**config.mk**
```make
export PLATFORM = sky130hd
export DESIGN_NAME = vga_timing_ctl_flat
export DESIGN_NICKNAME = d
export VERILOG_FILES = /design/src/rtl/vga_timing_if.sv /design/src/rtl/vga_timing_ctl.sv /design/src/flat_wrapper.sv
export SDC_FILE = /design/constraint.sdc
export NUM_CORES = 1
export LEC_CHECK = 0
export ABC_AREA = 1
export CAP_MARGIN = 20
export CORE_MARGIN = 3
export CORE_UTILIZATION = 50
export DETAILED_ROUTE_END_ITERATION = 12
export PLACE_DENSITY = 0.76
export SLEW_MARGIN = 20
export SYNTH_ARGS = -nofsm -noshare
export SYNTH_HDL_FRONTEND = slang
export SYNTH_SLANG_ARGS = --single-unit
export TNS_END_PERCENT = 20
```
**constraint.sdc**
```tcl
create_clock -name clk -period 2.6 [get_ports clk]
set_input_delay 0.39 -clock clk [delete_from_list [all_inputs] [get_ports clk]]
set_output_delay 0.39 -clock clk [all_outputs]
set_load 0.02 [all_outputs]
```
**src/rtl/vga_timing_if.sv**
```systemverilog
// Raster timing bundle between the VGA timing controller and the draw
// modules that consume it. The controller owns every signal except the
// run request.
interface vga_timing_if #(
    parameter int CNT_W  = 11,
    parameter int FCNT_W = 16
);
    logic              en;
    logic [CNT_W-1:0]  hcount;
    logic [CNT_W-1:0]  vcount;
    logic              hsync;
    logic              vsync;
    logic              hblnk;
    logic              vblnk;
    logic              line_start;
    logic              frame_start;
    logic [FCNT_W-1:0] frame_cnt;
    logic              busy;

    // Timing generator side: takes the run request, drives the raster.
    modport master (
        input  en,
        output hcount,
        output vcount,
        output hsync,
        output vsync,
        output hblnk,
        output vblnk,
        output line_start,
        output frame_start,
        output frame_cnt,
        output busy
    );

    // Consumer side: requests the raster and observes it.
    modport slave (
        output en,
        input  hcount,
        input  vcount,
        input  hsync,
        input  vsync,
        input  hblnk,
        input  vblnk,
        input  line_start,
        input  frame_start,
        input  frame_cnt,
        input  busy
    );
endinterface

```
**src/rtl/vga_timing_ctl.sv**
```systemverilog
// VGA raster timing controller (1440x900 @ 60 Hz by default).
// Generates pixel/line counters, syncs, blanking and line/frame strobes.
// Start and stop requests only take effect on frame boundaries, so a
// started frame is always completed. Every output is a register; the
// decodes are computed from the next-cycle counter values so that each
// decode lines up with the counters shown in the same cycle.
module vga_timing_ctl #(
    parameter int CNT_W       = 11,
    parameter int H_ACTIVE    = 1440,
    parameter int H_TOTAL     = 1600,
    parameter int HSYNC_START = 1487,
    parameter int HSYNC_STOP  = 1518,
    parameter int V_ACTIVE    = 900,
    parameter int V_TOTAL     = 926,
    parameter int VSYNC_START = 902,
    parameter int VSYNC_STOP  = 907,
    parameter int FCNT_W      = 16
) (
    input  logic         clk,
    input  logic         rst_n,
    vga_timing_if.master bus
);

    // Counter-width versions of the timing constants.
    localparam logic [CNT_W-1:0] H_LAST   = CNT_W'(H_TOTAL - 1);
    localparam logic [CNT_W-1:0] V_LAST   = CNT_W'(V_TOTAL - 1);
    localparam logic [CNT_W-1:0] H_ACT    = CNT_W'(H_ACTIVE);
    localparam logic [CNT_W-1:0] V_ACT    = CNT_W'(V_ACTIVE);
    localparam logic [CNT_W-1:0] HS_FIRST = CNT_W'(HSYNC_START);
    localparam logic [CNT_W-1:0] HS_LAST  = CNT_W'(HSYNC_STOP);
    localparam logic [CNT_W-1:0] VS_FIRST = CNT_W'(VSYNC_START);
    localparam logic [CNT_W-1:0] VS_LAST  = CNT_W'(VSYNC_STOP);

    typedef enum logic [1:0] {
        IDLE     = 2'd0,
        RUN      = 2'd1,
        STOPPING = 2'd2
    } state_t;

    state_t state_reg;
    state_t state_next;

    // Registered outputs and their next-cycle values.
    logic [CNT_W-1:0]  hcount_reg;
    logic [CNT_W-1:0]  hcount_next;
    logic [CNT_W-1:0]  vcount_reg;
    logic [CNT_W-1:0]  vcount_next;
    logic              hsync_reg;
    logic              hsync_next;
    logic              vsync_reg;
    logic              vsync_next;
    logic              hblnk_reg;
    logic              hblnk_next;
    logic              vblnk_reg;
    logic              vblnk_next;
    logic              line_start_reg;
    logic              line_start_next;
    logic              frame_start_reg;
    logic              frame_start_next;
    logic [FCNT_W-1:0] frame_cnt_reg;
    logic [FCNT_W-1:0] frame_cnt_next;
    logic              busy_reg;
    logic              busy_next;

    // Position flags for the pixel currently on the outputs.
    logic line_end;
    logic frame_end;
    logic running_now;
    logic running_next;
    logic new_frame;

    assign line_end     = (hcount_reg == H_LAST);
    assign frame_end    = line_end && (vcount_reg == V_LAST);
    assign running_now  = (state_reg != IDLE);
    assign running_next = (state_next != IDLE);

    // A frame begins either when leaving IDLE or when wrapping past the
    // last pixel while the raster keeps going.
    assign new_frame = running_next && (!running_now || frame_end);

    // State register.
    always_ff @(posedge clk or negedge rst_n) begin
        if (!rst_n) begin
            state_reg <= IDLE;
        end else begin
            state_reg <= state_next;
        end
    end

    // Next-state logic: en is sampled each cycle, but leaving the running
    // states is only possible at the last pixel of a frame.
    always_comb begin
        state_next = state_reg;
        case (state_reg)
            IDLE: begin
                if (bus.en) begin
                    state_next = RUN;
                end
            end
            RUN, STOPPING: begin
                if (bus.en) begin
                    state_next = RUN;
                end else if (frame_end) begin
                    state_next = IDLE;
                end else begin
                    state_next = STOPPING;
                end
            end
            default: begin
                state_next = IDLE;
            end
        endcase
    end

    // Counter advance: held at the origin whenever the raster is (or is
    // about to be) idle, and when the first frame after IDLE begins.
    always_comb begin
        hcount_next = '0;
        vcount_next = '0;
        if (running_now && running_next) begin
            if (line_end) begin
                hcount_next = '0;
                vcount_next = frame_end ? '0 : vcount_reg + 1'b1;
            end else begin
                hcount_next = hcount_reg + 1'b1;
                vcount_next = vcount_reg;
            end
        end
    end

    // Output decode from the next-cycle state and counters.
    always_comb begin
        hsync_next       = 1'b0;
        vsync_next       = 1'b0;
        hblnk_next       = 1'b1;
        vblnk_next       = 1'b1;
        line_start_next  = 1'b0;
        frame_start_next = 1'b0;
        busy_next        = 1'b0;
        frame_cnt_next   = frame_cnt_reg;
        if (running_next) begin
            hsync_next       = (hcount_next >= HS_FIRST) && (hcount_next <= HS_LAST);
            vsync_next       = (vcount_next >= VS_FIRST) && (vcount_next <= VS_LAST);
            hblnk_next       = (hcount_next >= H_ACT);
            vblnk_next       = (vcount_next >= V_ACT);
            line_start_next  = (hcount_next == '0);
            frame_start_next = new_frame;
            busy_next        = 1'b1;
        end
        if (new_frame) begin
            // Wraps silently from all-ones to zero.
            frame_cnt_next = frame_cnt_reg + 1'b1;
        end
    end

    // Output and counter registers.
    always_ff @(posedge clk or negedge rst_n) begin
        if (!rst_n) begin
            hcount_reg      <= '0;
            vcount_reg      <= '0;
            hsync_reg       <= 1'b0;
            vsync_reg       <= 1'b0;
            hblnk_reg       <= 1'b1;
            vblnk_reg       <= 1'b1;
            line_start_reg  <= 1'b0;
            frame_start_reg <= 1'b0;
            frame_cnt_reg   <= '0;
            busy_reg        <= 1'b0;
        end else begin
            hcount_reg      <= hcount_next;
            vcount_reg      <= vcount_next;
            hsync_reg       <= hsync_next;
            vsync_reg       <= vsync_next;
            hblnk_reg       <= hblnk_next;
            vblnk_reg       <= vblnk_next;
            line_start_reg  <= line_start_next;
            frame_start_reg <= frame_start_next;
            frame_cnt_reg   <= frame_cnt_next;
            busy_reg        <= busy_next;
        end
    end

    assign bus.hcount      = hcount_reg;
    assign bus.vcount      = vcount_reg;
    assign bus.hsync       = hsync_reg;
    assign bus.vsync       = vsync_reg;
    assign bus.hblnk       = hblnk_reg;
    assign bus.vblnk       = vblnk_reg;
    assign bus.line_start  = line_start_reg;
    assign bus.frame_start = frame_start_reg;
    assign bus.frame_cnt   = frame_cnt_reg;
    assign bus.busy        = busy_reg;

endmodule

```
**src/flat_wrapper.sv**
```systemverilog
// flat-port wrapper written by rule: the top's interface ports become plain ports
module vga_timing_ctl_flat 
#(
    parameter int CNT_W       = 11,
    parameter int H_ACTIVE    = 1440,
    parameter int H_TOTAL     = 1600,
    parameter int HSYNC_START = 1487,
    parameter int HSYNC_STOP  = 1518,
    parameter int V_ACTIVE    = 900,
    parameter int V_TOTAL     = 926,
    parameter int VSYNC_START = 902,
    parameter int VSYNC_STOP  = 907,
    parameter int FCNT_W      = 16
)
  (clk, rst_n, bus_en, bus_hcount, bus_vcount, bus_hsync, bus_vsync, bus_hblnk, bus_vblnk, bus_line_start, bus_frame_start, bus_frame_cnt, bus_busy);
  vga_timing_if #(.CNT_W(CNT_W), .FCNT_W(FCNT_W)) bus_i ();
  input  logic clk;
  input  logic rst_n;
  input wire logic [$bits(bus_i.en)-1:0] bus_en;
  output wire logic [$bits(bus_i.hcount)-1:0] bus_hcount;
  output wire logic [$bits(bus_i.vcount)-1:0] bus_vcount;
  output wire logic [$bits(bus_i.hsync)-1:0] bus_hsync;
  output wire logic [$bits(bus_i.vsync)-1:0] bus_vsync;
  output wire logic [$bits(bus_i.hblnk)-1:0] bus_hblnk;
  output wire logic [$bits(bus_i.vblnk)-1:0] bus_vblnk;
  output wire logic [$bits(bus_i.line_start)-1:0] bus_line_start;
  output wire logic [$bits(bus_i.frame_start)-1:0] bus_frame_start;
  output wire logic [$bits(bus_i.frame_cnt)-1:0] bus_frame_cnt;
  output wire logic [$bits(bus_i.busy)-1:0] bus_busy;
  assign bus_i.en = bus_en;
  assign bus_hcount = bus_i.hcount;
  assign bus_vcount = bus_i.vcount;
  assign bus_hsync = bus_i.hsync;
  assign bus_vsync = bus_i.vsync;
  assign bus_hblnk = bus_i.hblnk;
  assign bus_vblnk = bus_i.vblnk;
  assign bus_line_start = bus_i.line_start;
  assign bus_frame_start = bus_i.frame_start;
  assign bus_frame_cnt = bus_i.frame_cnt;
  assign bus_busy = bus_i.busy;
  vga_timing_ctl #(.CNT_W(CNT_W), .H_ACTIVE(H_ACTIVE), .H_TOTAL(H_TOTAL), .HSYNC_START(HSYNC_START), .HSYNC_STOP(HSYNC_STOP), .V_ACTIVE(V_ACTIVE), .V_TOTAL(V_TOTAL), .VSYNC_START(VSYNC_START), .VSYNC_STOP(VSYNC_STOP), .FCNT_W(FCNT_W)) u_core (.clk(clk), .rst_n(rst_n), .bus(bus_i));
endmodule
```
== Yosys cells after proc, flatten, opt, wreduce, memory -nomap -nowiden ==
Index checks and enable logic that the tools add are counted.

* Memory bits (writable): 0
* Memories kept: 0
* Bits in latches: 0
* Output and inout bits: 45
* Input bits: 3
* Register bits: 47
* Logic and storage cells: 52
* Bits in read-only memories: 0

* Equality and inequality tests: 4
* Order comparisons: 6
* Bitwise gates (word level): 0
* Multiplexer cells: 16
* Reductions and logical operators: 12
* $mul: 0
* Div/mod/pow operators: 0
* Add/sub/neg operators: 3
* Shifts and indexed selects: 0

{| class="wikitable"
|+ Operator list
! operator !! number
|-
| 11-bit 2-to-1 mux || 5
|-
| 11-bit by 1-bit adder with 11-bit output, second input constant || 2
|-
| 11-bit by 10-bit >= comparator with 1-bit output, second input constant || 2
|-
| 11-bit >= comparator, second input constant || 2
|-
| 16-bit by 1-bit adder with 16-bit output, second input constant || 1
|-
| 11-bit by 10-bit equality test with 1-bit output, second input constant || 1
|-
| 11-bit equality test, second input constant || 1
|-
| 11-bit by 10-bit <= comparator with 1-bit output, second input constant || 1
|-
| 11-bit <= comparator, second input constant || 1
|-
| 11-bit logical NOT || 1
|-
| 1-bit 2-to-1 mux || 7
|-
| 2-bit 2-to-1 mux || 3
|-
| 1-bit logical AND || 5
|-
| 2-bit case mux with 2 select lines || 1
|-
| 2-bit nonzero test || 2
|-
| 2-bit by 1-bit equality test with 1-bit output, second input constant || 1
|-
| 2-bit equality test, second input constant || 1
|-
| 2-bit logical NOT || 1
|-
| 2-bit OR reduction || 1
|-
| 1-bit logical NOT || 1
|-
| 1-bit logical OR || 1
|}

== Depth between registers and ports, before layout ==
Gate-level depths: netlist of the first run.

* Depth after elaboration: 11
* Depth in mapped cells: 17
* Gate-level depth less buffers: 17

== Worst setup path before layout of the first run ==
No wires, ideal clock.

* Path type: register -> register
* Start point: reg u_core.hcount_reg[0], in the netlist u_core.bus.hcount[0]
* End point: reg u_core.frame_cnt_reg[4], in the netlist u_core.bus.frame_cnt[4]
* Arrival: 1.901 ns
* Cell stages (with the launch flop): 15
* Required time: 2.466 ns
* Setup time: 0.134 ns
* Clock period less this slack: 2.034 ns
* Slack: 0.566 ns
* Path through: dfrtp_1 -> ha_1 -> nand2_1 -> nor2_1 -> nand2_1 -> nor2_4 -> nand2_2 -> nand2_2 -> nand2_2 -> nand2_4 -> nand2_4 -> nand2_2 -> buf_2 -> nor2_1 -> xor2_1

* Word-level cells in the longest chain between the ends: 7
* Elaborated cells on any way between the ends: 8
* Classes of those cells: eq/ne: 1; mux: 3; reduce/logical: 4

{| class="wikitable"
|+ Ends and longest elaborated chain
! what !! line !! text
|-
| start, declared || vga_timing_ctl.sv:44 || <nowiki>logic [CNT_W-1:0] hcount_reg;</nowiki>
|-
| start signal, assigned || vga_timing_ctl.sv:170 || <nowiki>hcount_reg <= hcount_next;</nowiki>
|-
| 11-bit equality test (*) || vga_timing_ctl.sv:72 || <nowiki>assign line_end = (hcount_reg == H_LAST);</nowiki>
|-
| 1-bit logical AND (*) || vga_timing_ctl.sv:73 || <nowiki>assign frame_end = line_end && (vcount_reg == V_LAST);</nowiki>
|-
| 2-bit 2-to-1 mux || vga_timing_ctl.sv:103 || <nowiki>end else if (frame_end) begin</nowiki>
|-
| 2-bit 2-to-1 mux || vga_timing_ctl.sv:101 || <nowiki>if (bus.en) begin</nowiki>
|-
| 2-bit case mux with 2 select lines || vga_timing_ctl.sv:94 || <nowiki>case (state_reg)</nowiki>
|-
| 2-bit nonzero test || vga_timing_ctl.sv:75 || <nowiki>assign running_next = (state_next != IDLE);</nowiki>
|-
| 1-bit logical AND (*) || vga_timing_ctl.sv:79 || <nowiki>assign new_frame = running_next && (!running_now || frame_end);</nowiki>
|-
| end signal, assigned || vga_timing_ctl.sv:178 || <nowiki>frame_cnt_reg <= frame_cnt_next;</nowiki>
|-
| end, declared || vga_timing_ctl.sv:60 || <nowiki>logic [FCNT_W-1:0] frame_cnt_reg;</nowiki>
|}

Every way passes the cells marked *; elsewhere a longest branch is shown, timed or not.
A chain may end at the register's enable or synchronous reset.

== Worst setup path after layout of the first run ==
* Start point: reg u_core.vcount_reg[0], in the netlist u_core.bus.vcount[0]
* End point: reg u_core.frame_cnt_reg[7], in the netlist u_core.bus.frame_cnt[7]

* Word-level cells in the longest chain between the ends: 7
* Elaborated cells on any way between the ends: 8
* Classes of those cells: eq/ne: 1; mux: 3; reduce/logical: 4

{| class="wikitable"
|+ Ends and longest elaborated chain
! what !! line !! text
|-
| start, declared || vga_timing_ctl.sv:46 || <nowiki>logic [CNT_W-1:0] vcount_reg;</nowiki>
|-
| start signal, assigned || vga_timing_ctl.sv:171 || <nowiki>vcount_reg <= vcount_next;</nowiki>
|-
| 11-bit by 10-bit equality test with 1-bit output (*) || vga_timing_ctl.sv:73 ||
|-
| 1-bit logical AND (*) || vga_timing_ctl.sv:73 ||
|-
| 2-bit 2-to-1 mux || vga_timing_ctl.sv:103 ||
|-
| 2-bit 2-to-1 mux || vga_timing_ctl.sv:101 ||
|-
| 2-bit case mux with 2 select lines || vga_timing_ctl.sv:94 ||
|-
| 2-bit nonzero test || vga_timing_ctl.sv:75 ||
|-
| 1-bit logical AND (*) || vga_timing_ctl.sv:79 ||
|}

Marks and branches as above.

==> results.sh, run 1 <==
export IMPL_status="finished clean"
export IMPL_tns_ns=0
export IMPL_place_gp_congestion=0.878
export IMPL_rsz0062_at_grt="false"
export IMPL_hold_buffers=0
export IMPL_crit_type="register to register"
export IMPL_die_y_um=81.2
export IMPL_dieArea_mm2=0.00659
export IMPL_cp_data_required_time_ns=2.79
export IMPL_dp_hpwl_um=4930
export IMPL_fmax_ghz=0.433
export IMPL_core_rowCount=26
export IMPL_postCtsSetupBuffers=0
export IMPL_skew_ns=0.00525
export IMPL_die_w_um=81.2
export IMPL_wl_met2_um=3080
export IMPL_drv_cap=0
export IMPL_portBuffers=47
export IMPL_cts_tree="yes"
export IMPL_path_buf_inv=0
export IMPL_grt_pass1_vias=2391
export IMPL_yosys_area_top_type="dfrtp_1"
export IMPL_netlist_area_mm2=0.00282
export IMPL_stdcell_area_mm2=0.00348
export IMPL_ant_nets=0
export IMPL_critical_path_top_delay_family="simple AND/OR/NAND/NOR gates"
export IMPL_vias=2550
export IMPL_drt_iter0_drc=155
export IMPL_synth_distinct_cells=30
export IMPL_maxSlewHeadroom_pct=61.1
export IMPL_tightest_slew_ns=0.583
export IMPL_dp_worst_setup_slack_ns=0.156
export IMPL_cp_arrival_ns=2.50
export IMPL_synthTopCellsByArea="dfrtp_1, nand2_1, nor2_1"
export IMPL_finalPower_w=0.00248
export IMPL_grt_max_degree=48
export IMPL_htree_levels=2
export IMPL_grt_usage_pct=21.8
export IMPL_peakVddDrop_uv=752
export IMPL_largest_register_ff_count=16
export IMPL_finalNetCount=435
export IMPL_mappedNetlistNets=381
export IMPL_slowest_stage="dfrtp_1"
export IMPL_path_cells="ha_1 -> nand4_1 -> nor2_1 -> nand2_2 -> nand2_2 -> nand2_2 -> nand2_4 -> nand2_4 -> nand2_2 -> nor2_2 -> nand3_1 -> nor2_1 -> xor2_1"
export IMPL_cts_root_buf="clkbuf_8"
export IMPL_area_delta_synth_final_pct=23.4
export IMPL_synth_top_cell_area_share_pct=39.9
export IMPL_cts_sinks=47
export IMPL_crit_top_cell="nand2_2"
export IMPL_met1Wirelength_um=2980
export IMPL_ys_seq_area_share_pct=41.7
export IMPL_power_density_mw_per_mm2=712
export IMPL_initial_core_util_pct=53.6
export IMPL_io_pins=48
export IMPL_timing_hold_ws_ns=0.172
export IMPL_hold_class="primary input to async pin"
export IMPL_fin_crit_sh_pct=88.8
export IMPL_p_leak_nw=1.73
export IMPL_cts_buffers=5
export IMPL_clkLatencyLatePin_ns=0.30
export IMPL_dr_max_layer_used="met4"
export IMPL_synth_cells=372
export IMPL_place_area_mm2=0.00337
export IMPL_yosys_register_bits=47
export IMPL_start_kind="register"
export IMPL_drc_errors=0
export IMPL_diodes=0
export IMPL_crit_fanout=17
export IMPL_final_max_slew_violation_count=0
export IMPL_crit_path_max_incr_delay_ns=0.47
export IMPL_grt_remaining_overflow=0
export IMPL_post_cts_resized=0
export IMPL_viasPerCell=5.13
export IMPL_antenna_found_initial=0
export IMPL_drt_wl_total_um=6480
export IMPL_cp_depth=13
export IMPL_firstDrtPassIters=5
export IMPL_grt_pass1_wl_um=11200
export IMPL_cts_reportedPaths_clkPinSlew_ns=0.09
export IMPL_coreArea_mm2=0.00527
export IMPL_ys_warnings_count=0
export IMPL_period_minus_slack_ns=2.31
export IMPL_syn_area_per_cell_um2=7.59
export IMPL_r2r_cells=13
export IMPL_critPathCaptureType="register"
export IMPL_final_hold_violation_count=0
export IMPL_post_drt_wl_per_cell_um=13.0
export IMPL_drive_gt1_share_pct=10.1
export IMPL_cts_buffer_depth=2
export IMPL_setup_ws_ns=0.292
export IMPL_wl_met3_um=363
export IMPL_setup_viol_count_final=0
-- layout by cell type, fill, tap and decap left out, drive strengths merged --
| cell type | synthesis | final |
|---|---|---|
| clkbuf | 0 | 5 |
| nand3b | 2 | 2 |
| nor4b | 1 | 1 |
| nand4 | 13 | 13 |
| ha | 6 | 6 |
| buf | 3 | 4 |
| bufinv | 0 | 1 |
| and2 | 1 | 1 |
| o21ai | 11 | 11 |
| xor2 | 17 | 17 |
| nand3 | 34 | 34 |
| dfstp | 2 | 2 |
| clkinv | 0 | 2 |
| dfrtp | 45 | 45 |
| xnor2 | 8 | 8 |
| a221o | 1 | 1 |
| a21oi | 1 | 1 |
| nand2 | 96 | 96 |
| inv | 57 | 57 |
| nor2 | 61 | 61 |
| or2 | 1 | 1 |
| o21bai | 1 | 1 |
| nor4 | 2 | 2 |
| nor3 | 9 | 9 |
| clkdlybuf4s50 | 0 | 46 |
-- metrics by stage --
step / util, % / instances
6_report: 66.1 / 497
2_1_floorplan: - / 372
4_1_cts: 66.1 / 497
3_5_place_dp: 64.0 / 489
3_3_place_gp: 64.0 / 489
5_1_grt: 66.1 / 497
-- cell usage after synthesis (all sizes together) --
master  number
nor4b        1
a221o        1
nand4       13
buf          3
xnor2        8
nor3         9
a21oi        1
nand3       34
nor2        61
inv         57
dfrtp       45
nor4         2
o21bai       1
nand2       96
nand3b       2
ha           6
or2          1
and2         1
dfstp        2
o21ai       11
xor2        17
-- per-layer routing --
metal | vias to the layer above | GRT usage [%]
met5 | - | 0
met3 | 5 | 2.66
met4 | 0 | 6.93
met2 | 81 | 35.6
li1 | 1275 | -
met1 | 1189 | 30.4
-- worst paths after layout --
kind / to / from / slack, ns
setup / recovery: u_core.bus.frame_cnt[7]$_DFFE_PN0P_ / u_core.bus.vcount[0]$_DFF_PN0_ / 0.29
setup reg to reg: u_core.bus.frame_cnt[7]$_DFFE_PN0P_ / u_core.bus.vcount[0]$_DFF_PN0_ / 0.29
min in group clk: u_core.bus.frame_cnt[6]$_DFFE_PN0P_ / u_core.bus.frame_cnt[6]$_DFFE_PN0P_ / 0.54
hold / removal: u_core.bus.hcount[3]$_DFF_PN0_ / rst_n / 0.17
max in group asynchronous: u_core.bus.hcount[1]$_DFF_PN0_ / rst_n / 2.04
hold reg to reg: u_core.bus.frame_cnt[6]$_DFFE_PN0P_ / u_core.bus.frame_cnt[6]$_DFFE_PN0P_ / 0.54
-- worst reg2reg max path, stage by stage (launching register included) --
cell     delay, ns
dfrtp_1       0.47
ha_1          0.21
nand4_1       0.10
nor2_1        0.30
nand2_2       0.11
nand2_2       0.08
nand2_2       0.06
nand2_4       0.06
nand2_4       0.13
nand2_2       0.26
nor2_2        0.07
nand3_1       0.13
nor2_1        0.08
xor2_1        0.14
-- layout make-up --
cell class	instances	area [um2]
clock buffer	5	68.8
clock inverter	3	43.8
fill	479	1790
inverter	57	214
multi-input combinational	265	1400
sequential	47	1180
tap	70	87.6
timing repair buffer	50	488
-- logic make-up after synthesis --
family / count (synthesis) / share of synthesized area [%]
AND/OR/NAND/NOR: 220 / 36.6
buffers and inverters: 60 / 8.55
flip-flops: 47 / 41.7
XOR/XNOR: 25 / 7.75
AO/OA/AOI/OAI: 14 / 2.75
adder cells (fa/ha/maj): 6 / 2.66
-- power by group --
| part | leakage (nW) | internal (W) | total (W) | switching (W) |
|---|---|---|---|---|
| logic | 1.04 | 0.000355 | 0.000991 | 0.000636 |
| registers | 0.632 | 0.000853 | 0.000961 | 0.000108 |
| clock network | 0.0581 | 0.000286 | 0.000531 | 0.000245 |
| total | 1.73 | 0.00149 | 0.00248 | 0.000989 |
Note: power is estimated with default switching activity, not from simulation.
==> inputs of run 2 (changes only) <==
Settings changed: CORE_UTILIZATION 50 to 45, PLACE_DENSITY 0.76 to 0.69.
==> run 2 against run 1 <==
Critical path depth increased by 2. Via count decreased by 2.6%. Clock power increased by 4.7%. Die area increased by 10%. Worst hold slack got worse by 0.13 ns. Wire length increased by 2.7%. Combinational power about the same. Sequential cell count unchanged. Final area increased by 0.32%. Clock-buffer cell count increased by 1. Sequential power decreased by 0.9%. Non-clock buffer count unchanged. Highest routed layer unchanged.
==> results.sh, run 2 (same netlist as run 1, synthesis figures left out) <==
export IMPL_cts_sinks=47
export IMPL_grt_max_degree=29
export IMPL_critPathCaptureType="register"
export IMPL_vias=2484
export IMPL_peakVddDrop_uv=570
export IMPL_drt_wl_total_um=6660
export IMPL_hold_class="primary input to async pin"
export IMPL_ff2ff_setup_slack_ns=0.27
export IMPL_final_max_slew_violation_count=0
export IMPL_cts_buffers=5
export IMPL_crit_type="register to register"
export IMPL_io_pins=48
export IMPL_post_cts_resized=0
export IMPL_maxSlewHeadroom_pct=68.9
export IMPL_die_w_um=85.2
export IMPL_fill_cells=544
export IMPL_dieArea_mm2=0.00726
export IMPL_initial_core_util_pct=47.1
export IMPL_clkLatencyLatePin_ns=0.29
export IMPL_tightest_slew_ns=0.466
export IMPL_cts_reportedPaths_clkPinSlew_ns=0.09
export IMPL_cp_data_required_time_ns=2.82
export IMPL_cp_arrival_ns=2.55
export IMPL_r2r_end="u_core.bus.frame_cnt[7]$_DFFE_PN0P_"
export IMPL_cts_buffer_depth=2
export IMPL_p_leak_nw=1.73
export IMPL_cts_root_buf="clkbuf_8"
export IMPL_htree_levels=2
export IMPL_drv_cap=0
export IMPL_skew_ns=0.00290
export IMPL_coreArea_mm2=0.00599
export IMPL_drt_iter0_drc=114
export IMPL_rr_startpoint="u_core.bus.hcount[0]$_DFF_PN0_"
export IMPL_tns_ns=0
export IMPL_ant_nets=0
export IMPL_finalNetCount=435
export IMPL_grt_pass1_wl_um=11500
export IMPL_crit_fanout=17
export IMPL_drc_errors=0
export IMPL_core_rowCount=28
export IMPL_final_cell_mix="nand2_1, nor2_1, inv_1"
export IMPL_grt_remaining_overflow=0
export IMPL_setup_ws_ns=0.266
export IMPL_portBuffers=47
export IMPL_drive_gt1_share_pct=10.1
export IMPL_period_minus_slack_ns=2.33
export IMPL_post_drt_wl_per_cell_um=13.3
export IMPL_place_gp_congestion=0.851
export IMPL_start_kind="register"
export IMPL_fin_crit_sh_pct=89.8
export IMPL_area_delta_synth_final_pct=23.8
export IMPL_setup_viol_count_final=0
export IMPL_cts_tree="yes"
export IMPL_firstDrtPassIters=4
export IMPL_grt_pass1_vias=2496
export IMPL_dp_hpwl_um=5080
export IMPL_die_y_um=85.2
export IMPL_dp_worst_setup_slack_ns=0.165
export IMPL_fmax_ghz=0.428
export IMPL_postCtsSetupBuffers=0
export IMPL_antenna_found_initial=0
export IMPL_viasPerCell=4.95
export IMPL_diodes=0
export IMPL_status="finished clean"
export IMPL_rsz0062_at_grt="false"
export IMPL_largest_register_ff_count=16
export IMPL_hold_buffers=0
export IMPL_final_hold_violation_count=0
export IMPL_layout_commonest_cell="nand2_1"
export IMPL_power_density_mw_per_mm2=714
export IMPL_r2r_cells=15
export IMPL_grt_usage_pct=19.5
==> run 2: power by group <==
group,internal (W),switching [W]
Clock,0.000311,0.000244
Combinational,0.000355,0.000633
Sequential,0.000853,0.0000993
Total,0.00152,0.000977
==> run 2: per-layer routing <==
metal | routed length (um) | GRT usage [%]
met3 | 253 | 2.52
met5 | 0 | 0
met4 | 35 | 4.60
met2 | 3030 | 32.1
met1 | 3340 | 27.5
==> run 2: how the worst max path moves through the flow <==
stage	start	end	slack, ns
floorplan	u_core.bus.hcount[0]$_DFF_PN0_	u_core.bus.frame_cnt[4]$_DFFE_PN0P_	0.57
global placement	bus_en	u_core.bus.frame_cnt[9]$_DFFE_PN0P_	0.27
detailed placement	bus_en	u_core.bus.frame_cnt[7]$_DFFE_PN0P_	0.17
CTS	u_core.bus.hcount[0]$_DFF_PN0_	u_core.bus.frame_cnt[7]$_DFFE_PN0P_	0.25
global route	u_core.bus.hcount[0]$_DFF_PN0_	u_core.bus.frame_cnt[7]$_DFFE_PN0P_	0.09
finish	u_core.bus.hcount[0]$_DFF_PN0_	u_core.bus.frame_cnt[7]$_DFFE_PN0P_	0.27
==> run 2: worst max-delay path, cell delays in order (launching register included) <==
cell and delay [ns]:
dfrtp_1 0.44, ha_1 0.27, nand2_1 0.08, nor2_1 0.04, nand2_1 0.09, nor2_4 0.05, nand2_2 0.10, nand2_2 0.06
nand2_2 0.07, nand2_4 0.06, nand2_4 0.17, nand2_2 0.21, nor2_2 0.16, nand3_1 0.14, nor2_1 0.15, xor2_1 0.16
==> run 2: final cells by class <==
| cell class | instances | area, um2 | area share [%] |
|---|---|---|---|
| Multi-Input combinational cell | 265 | 1400 | 40.2 |
| Clock buffer | 6 | 82.6 | 2.36 |
| Clock inverter | 2 | 35.0 | 1.00 |
| Sequential cell | 47 | 1180 | 33.7 |
| Inverter | 57 | 214 | 6.12 |
| Timing Repair Buffer | 50 | 488 | 14.0 |
| Tap cell | 75 | 93.8 | 2.68 |
==> run 2: through the flow <==
stage | utilization, % | hold WS (ns) | area, um2 | total power, W | cells
floorplan | - | 0.0944 | 2820 | 0.00164 | 372
global placement | 56.4 | 0.361 | 3380 | 0.00195 | 494
detailed placement | 56.4 | 0.370 | 3380 | 0.00196 | 494
CTS | 58.4 | 0.0466 | 3500 | 0.00252 | 502
global route | 58.4 | 0.0541 | 3500 | 0.00267 | 502
finish | 58.4 | 0.0413 | 3500 | 0.00250 | 502
